**config.mk**
```make
export PLATFORM = sky130hd
export DESIGN_NAME = mem_bist_engine
export DESIGN_NICKNAME = d
export VERILOG_FILES = /design/src/rtl/mem_bist_pkg.sv /design/src/rtl/bist_fault_log.sv /design/src/rtl/mem_bist_engine.sv
export SDC_FILE = /design/constraint.sdc
export NUM_CORES = 1
export LEC_CHECK = 0
export BUFFER_PORTS_ARGS = -buffer_cell sky130_fd_sc_hd__buf_4
export CAP_MARGIN = 15
export CORE_MARGIN = 2
export CORE_UTILIZATION = 56
export DETAILED_ROUTE_END_ITERATION = 6
export PLACE_DENSITY_LB_ADDON = 0.08
export SETUP_SLACK_MARGIN = 0.4
export SYNTH_ARGS = -nofsm -noshare
export SYNTH_HDL_FRONTEND = slang
export SYNTH_SLANG_ARGS = --single-unit
export TNS_END_PERCENT = 100
```
**constraint.sdc**
```tcl
create_clock -name clk -period 2.5 [get_ports clk]
set_clock_uncertainty 0.2 [all_clocks]
set_input_delay 0 -clock clk [delete_from_list [all_inputs] [get_ports clk]]
set_output_delay 0 -clock clk [all_outputs]
set_load 0.1 [all_outputs]
```
**src/rtl/mem_bist_pkg.sv**
```systemverilog
// Shared definitions for the memory BIST engine: sequencer states, LFSR
// width/seed, and the phase-dependent data mask.
package mem_bist_pkg;

  localparam int LFSR_W = 8;
  localparam logic [LFSR_W-1:0] LFSR_SEED = 8'h01;

  typedef enum logic [2:0] {
    IDLE,
    WR,
    SEED,
    RD,
    DRAIN,
    DONE
  } bist_state_e;

  function automatic logic [LFSR_W-1:0] phaseMask(input logic phase);
    return {LFSR_W{phase}};
  endfunction

endpackage

```
**src/rtl/bist_fault_log.sv**
```systemverilog
// Deduplicating fault table: remembers the unique failing addresses seen
// during a test, counts them (saturating), flags overflow and exposes a
// combinational read port for the repair logic.
module bist_fault_log
  import mem_bist_pkg::*;
#(
  parameter int ADDR_W      = 4,
  parameter int FAULT_DEPTH = 4
) (
  input  logic                             clk_i,
  input  logic                             rst_i,
  input  logic                             clear_i,
  input  logic                             logValid_i,
  input  logic [ADDR_W-1:0]                logAddr_i,
  input  logic [$clog2(FAULT_DEPTH)-1:0]   faultSel_i,
  output logic [$clog2(FAULT_DEPTH):0]     faultCnt_o,
  output logic                             faultOvf_o,
  output logic [ADDR_W-1:0]                faultAddr_o
);

  localparam int SEL_W = $clog2(FAULT_DEPTH);
  localparam int CNT_W = SEL_W + 1;

  logic [ADDR_W-1:0]      entry_q [FAULT_DEPTH];
  logic [FAULT_DEPTH-1:0] valid_q;
  logic [CNT_W-1:0]       cnt_q;
  logic                   ovf_q;
  logic                   hit_d;
  logic                   full_d;

  // CAM-style lookup: is the incoming address already recorded in a live entry?
  always_comb begin
    hit_d = 1'b0;
    for (int i = 0; i < FAULT_DEPTH; i++) begin
      if (valid_q[i] && (entry_q[i] == logAddr_i)) begin
        hit_d = 1'b1;
      end
    end
  end

  assign full_d = (cnt_q == CNT_W'(FAULT_DEPTH));

  // Append new unique faults in arrival order; once full, only remember that more were lost.
  always_ff @(posedge clk_i or posedge rst_i) begin
    if (rst_i) begin
      for (int i = 0; i < FAULT_DEPTH; i++) begin
        entry_q[i] <= '0;
      end
      valid_q <= '0;
      cnt_q   <= '0;
      ovf_q   <= 1'b0;
    end else if (clear_i) begin
      valid_q <= '0;
      cnt_q   <= '0;
      ovf_q   <= 1'b0;
    end else if (logValid_i && !hit_d) begin
      if (!full_d) begin
        entry_q[cnt_q[SEL_W-1:0]] <= logAddr_i;
        valid_q[cnt_q[SEL_W-1:0]] <= 1'b1;
        cnt_q                     <= cnt_q + 1'b1;
      end else begin
        ovf_q <= 1'b1;
      end
    end
  end

  assign faultCnt_o  = cnt_q;
  assign faultOvf_o  = ovf_q;
  assign faultAddr_o = valid_q[faultSel_i] ? entry_q[faultSel_i] : '0;

endmodule

```
**src/rtl/mem_bist_engine.sv**
```systemverilog
// Two-phase memory BIST sequencer: writes the LFSR sequence (true, then
// inverted) across the whole array, reseeds, reads it back through a
// 1-cycle-latency SRAM port and logs mismatching addresses.
module mem_bist_engine
  import mem_bist_pkg::*;
#(
  parameter int ADDR_W      = 4,
  parameter int FAULT_DEPTH = 4
) (
  input  logic                             clk,
  input  logic                             rst,
  input  logic                             start,
  output logic                             busy,
  output logic                             done,
  output logic                             pass,
  output logic                             lfsr_en,
  input  logic [LFSR_W-1:0]                lfsr_out,
  output logic                             mem_cs,
  output logic                             mem_we,
  output logic [ADDR_W-1:0]                mem_addr,
  output logic [LFSR_W-1:0]                mem_wdata,
  input  logic [LFSR_W-1:0]                mem_rdata,
  output logic [$clog2(FAULT_DEPTH):0]     fault_cnt,
  output logic                             fault_ovf,
  input  logic [$clog2(FAULT_DEPTH)-1:0]   fault_sel,
  output logic [ADDR_W-1:0]                fault_addr
);

  bist_state_e        state_q;
  logic               phase_q;
  logic [ADDR_W-1:0]  addr_q;
  logic               busy_q;
  logic               done_q;
  logic               pass_q;
  logic               lfsrEn_q;
  logic               memCs_q;
  logic               memWe_q;
  logic [LFSR_W-1:0]  expData_q;
  logic [ADDR_W-1:0]  cmpAddr_q;
  logic               cmpValid_q;

  logic               lastAddr_d;
  logic               mismatch_d;
  logic               logClear_d;
  logic               pass_d;

  assign lastAddr_d = &addr_q;
  assign mismatch_d = cmpValid_q && (mem_rdata != expData_q);
  assign logClear_d = (state_q == IDLE) && start;

  // The final compare lands in the same cycle pass is latched, so fold it in directly.
  assign pass_d = (fault_cnt == '0) && !mismatch_d;

  // Sequencer: every output is registered and set up one edge ahead of the cycle it applies to.
  always_ff @(posedge clk or posedge rst) begin
    if (rst) begin
      state_q    <= IDLE;
      phase_q    <= 1'b0;
      addr_q     <= '0;
      busy_q     <= 1'b0;
      done_q     <= 1'b0;
      pass_q     <= 1'b0;
      lfsrEn_q   <= 1'b0;
      memCs_q    <= 1'b0;
      memWe_q    <= 1'b0;
      expData_q  <= '0;
      cmpAddr_q  <= '0;
      cmpValid_q <= 1'b0;
    end else begin
      cmpValid_q <= (state_q == RD);
      if (state_q == RD) begin
        expData_q <= lfsr_out ^ phaseMask(phase_q);
        cmpAddr_q <= addr_q;
      end
      done_q <= 1'b0;
      case (state_q)
        IDLE: begin
          if (start) begin
            state_q  <= WR;
            phase_q  <= 1'b0;
            addr_q   <= '0;
            busy_q   <= 1'b1;
            pass_q   <= 1'b0;
            memCs_q  <= 1'b1;
            memWe_q  <= 1'b1;
            lfsrEn_q <= 1'b1;
          end
        end
        WR: begin
          addr_q <= addr_q + 1'b1;
          if (lastAddr_d) begin
            state_q  <= SEED;
            memCs_q  <= 1'b0;
            memWe_q  <= 1'b0;
            lfsrEn_q <= 1'b0;
          end
        end
        SEED: begin
          state_q  <= RD;
          memCs_q  <= 1'b1;
          memWe_q  <= 1'b0;
          lfsrEn_q <= 1'b1;
        end
        RD: begin
          addr_q <= addr_q + 1'b1;
          if (lastAddr_d) begin
            state_q  <= DRAIN;
            memCs_q  <= 1'b0;
            lfsrEn_q <= 1'b0;
          end
        end
        DRAIN: begin
          if (!phase_q) begin
            state_q  <= WR;
            phase_q  <= 1'b1;
            memCs_q  <= 1'b1;
            memWe_q  <= 1'b1;
            lfsrEn_q <= 1'b1;
          end else begin
            state_q <= DONE;
            busy_q  <= 1'b0;
            done_q  <= 1'b1;
            pass_q  <= pass_d;
          end
        end
        DONE: begin
          state_q <= IDLE;
        end
        default: begin
          state_q <= IDLE;
        end
      endcase
    end
  end

  assign busy      = busy_q;
  assign done      = done_q;
  assign pass      = pass_q;
  assign lfsr_en   = lfsrEn_q;
  assign mem_cs    = memCs_q;
  assign mem_we    = memWe_q;
  assign mem_addr  = addr_q;
  assign mem_wdata = (state_q == WR) ? (lfsr_out ^ phaseMask(phase_q)) : '0;

  bist_fault_log #(
    .ADDR_W      (ADDR_W),
    .FAULT_DEPTH (FAULT_DEPTH)
  ) u_faultLog (
    .clk_i       (clk),
    .rst_i       (rst),
    .clear_i     (logClear_d),
    .logValid_i  (mismatch_d),
    .logAddr_i   (cmpAddr_q),
    .faultSel_i  (fault_sel),
    .faultCnt_o  (fault_cnt),
    .faultOvf_o  (fault_ovf),
    .faultAddr_o (fault_addr)
  );

endmodule

```
==> flow_summary.ini, run 1 <==
[logic_synthesis]
synth-seq-area-share_pct = 46.4
synth_seq_cells = 50
synth_cell_types = 36
synth.area.top_cells = dfrtp_1 (46%), mux2_2 (8.3%), xnor2_1 (5.8%), xor2_1 (4.9%), mux4_2 (4.2%)
synth.top_cell.area_share_pct = 46.4
yosys.area.top_type = dfrtp_1
syn_area_per_cell_um2 = 10.8
postSynthCellCount = 250
synthesis.area_um2 = 2700
yosysWarnings = 0
syn_nets = 276

[floorplanning]
start_util_pct = 57.5
top_level_ports = 47
dieArea_um2 = 5390
core_area_um2 = 4690
placementRows = 25
fp.dieW_um = 73.4
die-height_um = 73.4

[hold_path]
hold_path_class = in -> async

[global_routing]
grt-ovfl-total = 0
grt_first_pass_wirelength_um = 9470
grt_use_total_pct = 23.0
grt_pass1_vias = 2030
grt_max_degree = 30
antenna_found_initial = 0

[sta]
slew_violations = 0
slew_headroom_pct = 61.9
rsz0062_at_grt = true
layout_setup_ws_ps = 354
setup_viol = 0
hold_viol = 0
fin_crit_ps = 2150
fin_crit_sh_pct = 85.9
worstMarginPinSlew_ps = 572
fmax_mhz = 466
fin_tns_setup_ps = 0

[setup_path]
slowest_stage = dfrtp_1
path_class = reg -> reg
worst_ep_arrival_time_ps = 2140
end_kind = flop
cp.required_ps = 2490
cp_cell_sequence = xor2_1 > nor4_1 > a21boi_2 > nand4_1 > nor2_4 > mux2_2
slowest_delay_ps = 410
cp_max_fo = 7
cp-start-kind = flop

[clock_tree]
cts_sinks = 50
cts_made_buffers = 5
cts_tree = yes
clk_pin_slew_ps = 100
cts_buffer_depth = 2
clockRootBuffer = clkbuf_8
cts-htree-levels = 2
clk_latency_ps = 310

[layout]
area_delta_synth_final_pct = 29.3
diodes = 0
n_fill_cell = 347
fin_nets = 340
drive_gt1_share_pct = 41.3

[drt]
detail-route-antenna-nets = 0
via_per_inst = 5.47
drt-met1-wl_um = 2480
drtPass1Iterations = 4
wirelength_um = 5660
drtIter0Drc = 105
wl_per_cell_um = 15.3
wl_met3_um = 211
vias = 2020
top_signal_layer_used = met4
drcViolationCount = 0
routed-wl-met2_um = 2890

[placed_design]
gp_congestion = 0.857
io_buffers = 46
hpwlAfterDp_um = 3960
post-place-ws_ps = 81.6

[run]
maxCapViolCount = 0

[outcome]
status = complete, no violations
## routing by layer
metal  up-vias  track usage [%]
li1        987                -
met1       984             29.5
met2        40             40.3
met3         9             4.39
met4         0             5.45
met5         -                0
## registers in the layout, summed over array words and instances (netlist names)
| signal | cells |
|---|---|
| mem_addr | 4 |
| u_faultLog.faultOvf_o | 1 |
| state_q | 3 |
| pass | 1 |
| u_faultLog.entry_q | 16 |
| busy | 1 |
| cmpAddr_q | 4 |
| phase_q | 1 |
| u_faultLog.faultCnt_o | 3 |
| u_faultLog.valid_q | 4 |
| cmpValid_q | 1 |
| mem_we | 1 |
| done | 1 |
| expData_q | 8 |
| mem_cs | 1 |
## cell type report
type | count | area (um^2) | share of cell area, %
clock inverter | 3 | 45.0 | 1.29
inverter | 7 | 26.3 | 0.753
sequential | 50 | 1260 | 36.1
multi-input combinational | 176 | 1440 | 41.1
tap | 54 | 67.6 | 1.94
timing repair buffer | 74 | 586 | 16.8
clock buffer | 5 | 68.8 | 1.97
## critical path, delay by kind of cell, from the launching register on
kind / cells / cell delay (ps)
flip-flops: 1 / 410
AND/OR/NAND/NOR: 3 / 560
multiplexers: 1 / 360
XOR/XNOR: 1 / 160
AO/OA/AOI/OAI: 1 / 340
## worst paths after layout
check                                                  start                                end  slack [ps]  cells past startpoint
max                                 expData_q[4]$_DFFE_PP0P_  u_faultLog.entry_q[3]$_DFFE_PP0P_         350                      6
min                                                      rst            mem_addr[2]$_DFFE_PP0P_          70                      3
max reg2reg                         expData_q[4]$_DFFE_PP0P_  u_faultLog.entry_q[3]$_DFFE_PP0P_         350                      6
min reg2reg                u_faultLog.faultOvf_o$_DFFE_PP0P_  u_faultLog.faultOvf_o$_DFFE_PP0P_         300                      1
max in group asynchronous                                rst           cmpAddr_q[0]$_DFFE_PP0P_        1500                      4
min in group clk           u_faultLog.faultOvf_o$_DFFE_PP0P_  u_faultLog.faultOvf_o$_DFFE_PP0P_         300                      1
## timing repair
item / in CTS / in global routing
setup endpoints to repair: 32 / 19
endpoints found under the hold margin: 64 / 0
pin swaps: 10 / 11
resized for setup: 14 / 13
hold buffers: 10 / 0
setup buffers: 9 / 3
## placed cells by master, fill, tap and decap left out, types with 6 or more instances in the layout
master,instances
dfrtp_2,8
dlygate4sd3_1,10
xor2_1,15
nand4_1,6
xnor2_1,17
buf_4,59
nand2_1,25
dfrtp_1,42
mux2_2,9
nor2_1,9
nor2_2,8
o21ai_0,16
mux2_4,11
## logic make-up after synthesis
logic type | share of synthesized area (%)
simple gates | 14.1
buf+inv | 4.87
flops | 46.4
xor+xnor | 10.7
mux | 12.9
fa+ha+maj | 2.32
compound gates | 8.72
## cell usage after synthesis (all sizes together)
library cell,number
a21boi,1
a21oi,3
a221oi,2
a22o,1
a22oi,1
a31oi,1
and2,4
buf,7
clkbuf,10
dfrtp,50
ha,5
inv,7
mux2,20
mux2i,1
mux4,5
nand2,25
nand2b,3
nand3,6
nand4,6
nor2,21
nor2b,1
nor4,5
o21a,5
o21ai,16
o22ai,1
o31a,1
o31ai,3
o41ai,2
or2,2
or3,2
xnor2,18
xor2,15
## per-stage QoR
stage / util, % / std cells / hold WS [ps] / area (um^2)
global placement: 65.9 / 339 / -144 / 3090
finish: 74.4 / 369 / 69.1 / 3490
floorplan: - / 250 / 11.7 / 2730
CTS: 72.6 / 366 / 79.5 / 3410
detailed placement: 65.9 / 339 / -142 / 3090
global route: 74.4 / 369 / 111 / 3490
Power of run 1 is not shown: default switching activity piles up to over one toggle a cycle in this logic, so the estimate is an artifact.
==> inputs of run 2 (changes only) <==
- RECOVER_POWER: not set -> 25
==> run 2 against run 1 <==
Effect of this change:
- register-to-register slack about the same
- global-route usage did not move
- first-iteration DRC count grew 13%
==> flow_summary.ini, run 2 (synthesis gave the netlist of run 1 again) <==
[setup_path]
path_class = reg -> reg
worst_ep_arrival_time_ps = 2130
end_kind = flop
cp.required_ps = 2490
cp-start-kind = flop
cp_max_fo = 8

[drt]
drtIter0Drc = 119
wirelength_um = 5640
via_per_inst = 5.49
vias = 2026
drtPass1Iterations = 4
detail-route-antenna-nets = 0
drcViolationCount = 0
wl_per_cell_um = 15.3

[sta]
fmax_mhz = 466
worstMarginPinSlew_ps = 807
holdWs_ps = 198
fin_tns_setup_ps = 0
slew_violations = 0
hold_viol = 0
setup_viol = 0
rsz0062_at_grt = true
fin_crit_ps = 2140
fin_crit_sh_pct = 85.8
slew_headroom_pct = 46.2

[floorplanning]
die-height_um = 73.4
dieArea_um2 = 5390
fp.dieW_um = 73.4
start_util_pct = 57.5
core_area_um2 = 4690
top_level_ports = 47
placementRows = 25

[layout]
top_register = u_faultLog.entry_q
drive_gt1_share_pct = 41.0
diodes = 0
utilization_pct = 74.1
largest_reg_flops = 16
area_delta_synth_final_pct = 28.7
layout_common_cells = buf_4 (58), dfrtp_1 (42), nand2_1 (25)
fin_nets = 340
largestRegisters = u_faultLog.entry_q x16, expData_q x8
layout_commonest_cell = buf_4

[global_routing]
grt_pass1_vias = 2030
grt_first_pass_wirelength_um = 9470
antenna_found_initial = 0
grt_max_degree = 30
grt-ovfl-total = 0
grt_use_total_pct = 23.0

[run]
maxCapViolCount = 0

[clock_tree]
clk_latency_ps = 310
cts_sinks = 50
cts-htree-levels = 2
clockRootBuffer = clkbuf_8
cts_tree = yes
clk_pin_slew_ps = 100
cts_buffer_depth = 2
cts_made_buffers = 5

[hold_path]
hold_path_class = in -> async

[placed_design]
io_buffers = 46
gp_congestion = 0.857
hpwlAfterDp_um = 3960

[outcome]
status = complete, no violations
-- run 2: cell count changes in the layout (fill, tap and decap cells not counted), sizes merged --
cell and delta:
buf -2, clkbuf +2
-- run 2: area by class of cell --
class	count	area, um^2
sequential	50	1260
fill	348	1220
multi-input combinational	176	1440
clock buffer	5	68.8
inverter	7	26.3
timing repair buffer	74	571
clock inverter	3	45.0
tap	54	67.6
-- run 2: worst max-delay path: stages (launching register included) --
cell     delay (ps)
dfrtp_2         480
xnor2_1         160
nand3_2          70
o22ai_1          70
or3_4           460
nor2_4          260
mux2_4          330
-- run 2: layer usage --
| metal | wire length (um) | global-route usage (%) |
|---|---|---|
| met1 | 2460 | 29.5 |
| met2 | 2900 | 40.3 |
| met3 | 206 | 4.39 |
| met4 | 76 | 5.45 |
| met5 | 0 | 0 |
-- run 2: worst paths after layout --
check                                                         end                              start  cells after the start  slack [ps]
max in group asynchronous                cmpAddr_q[0]$_DFFE_PP0P_                                rst                      4         660
worst min-delay path                      mem_addr[2]$_DFFE_PP0P_                                rst                      3         200
min in group clk                u_faultLog.faultOvf_o$_DFFE_PP0P_  u_faultLog.faultOvf_o$_DFFE_PP0P_                      1         300
worst max register to register  u_faultLog.entry_q[8]$_DFFE_PP0P_           cmpAddr_q[2]$_DFFE_PP0P_                      6         360
worst max-delay path            u_faultLog.entry_q[8]$_DFFE_PP0P_           cmpAddr_q[2]$_DFFE_PP0P_                      6         360
worst min register to register  u_faultLog.faultOvf_o$_DFFE_PP0P_  u_faultLog.faultOvf_o$_DFFE_PP0P_                      1         300
-- run 2: through the flow --
stage	instances	setup WS, ps	cell area, um^2
final	369	356	3470
after detailed placement	339	81.6	3090
after floorplan	250	242	2730
after global routing	369	273	3470
after CTS	366	372	3410
after global placement	339	122	3090
-- run 2: timing repair --
item                                    in CTS  in global routing
setup buffers                                9                  3
hold buffers                                10                  0
endpoints found under the setup margin      32                 19
hold endpoints to repair                    64                  0
resized for setup                           14                 13
pin swaps                                   10                 11
Power of run 2 is left out for the same reason.
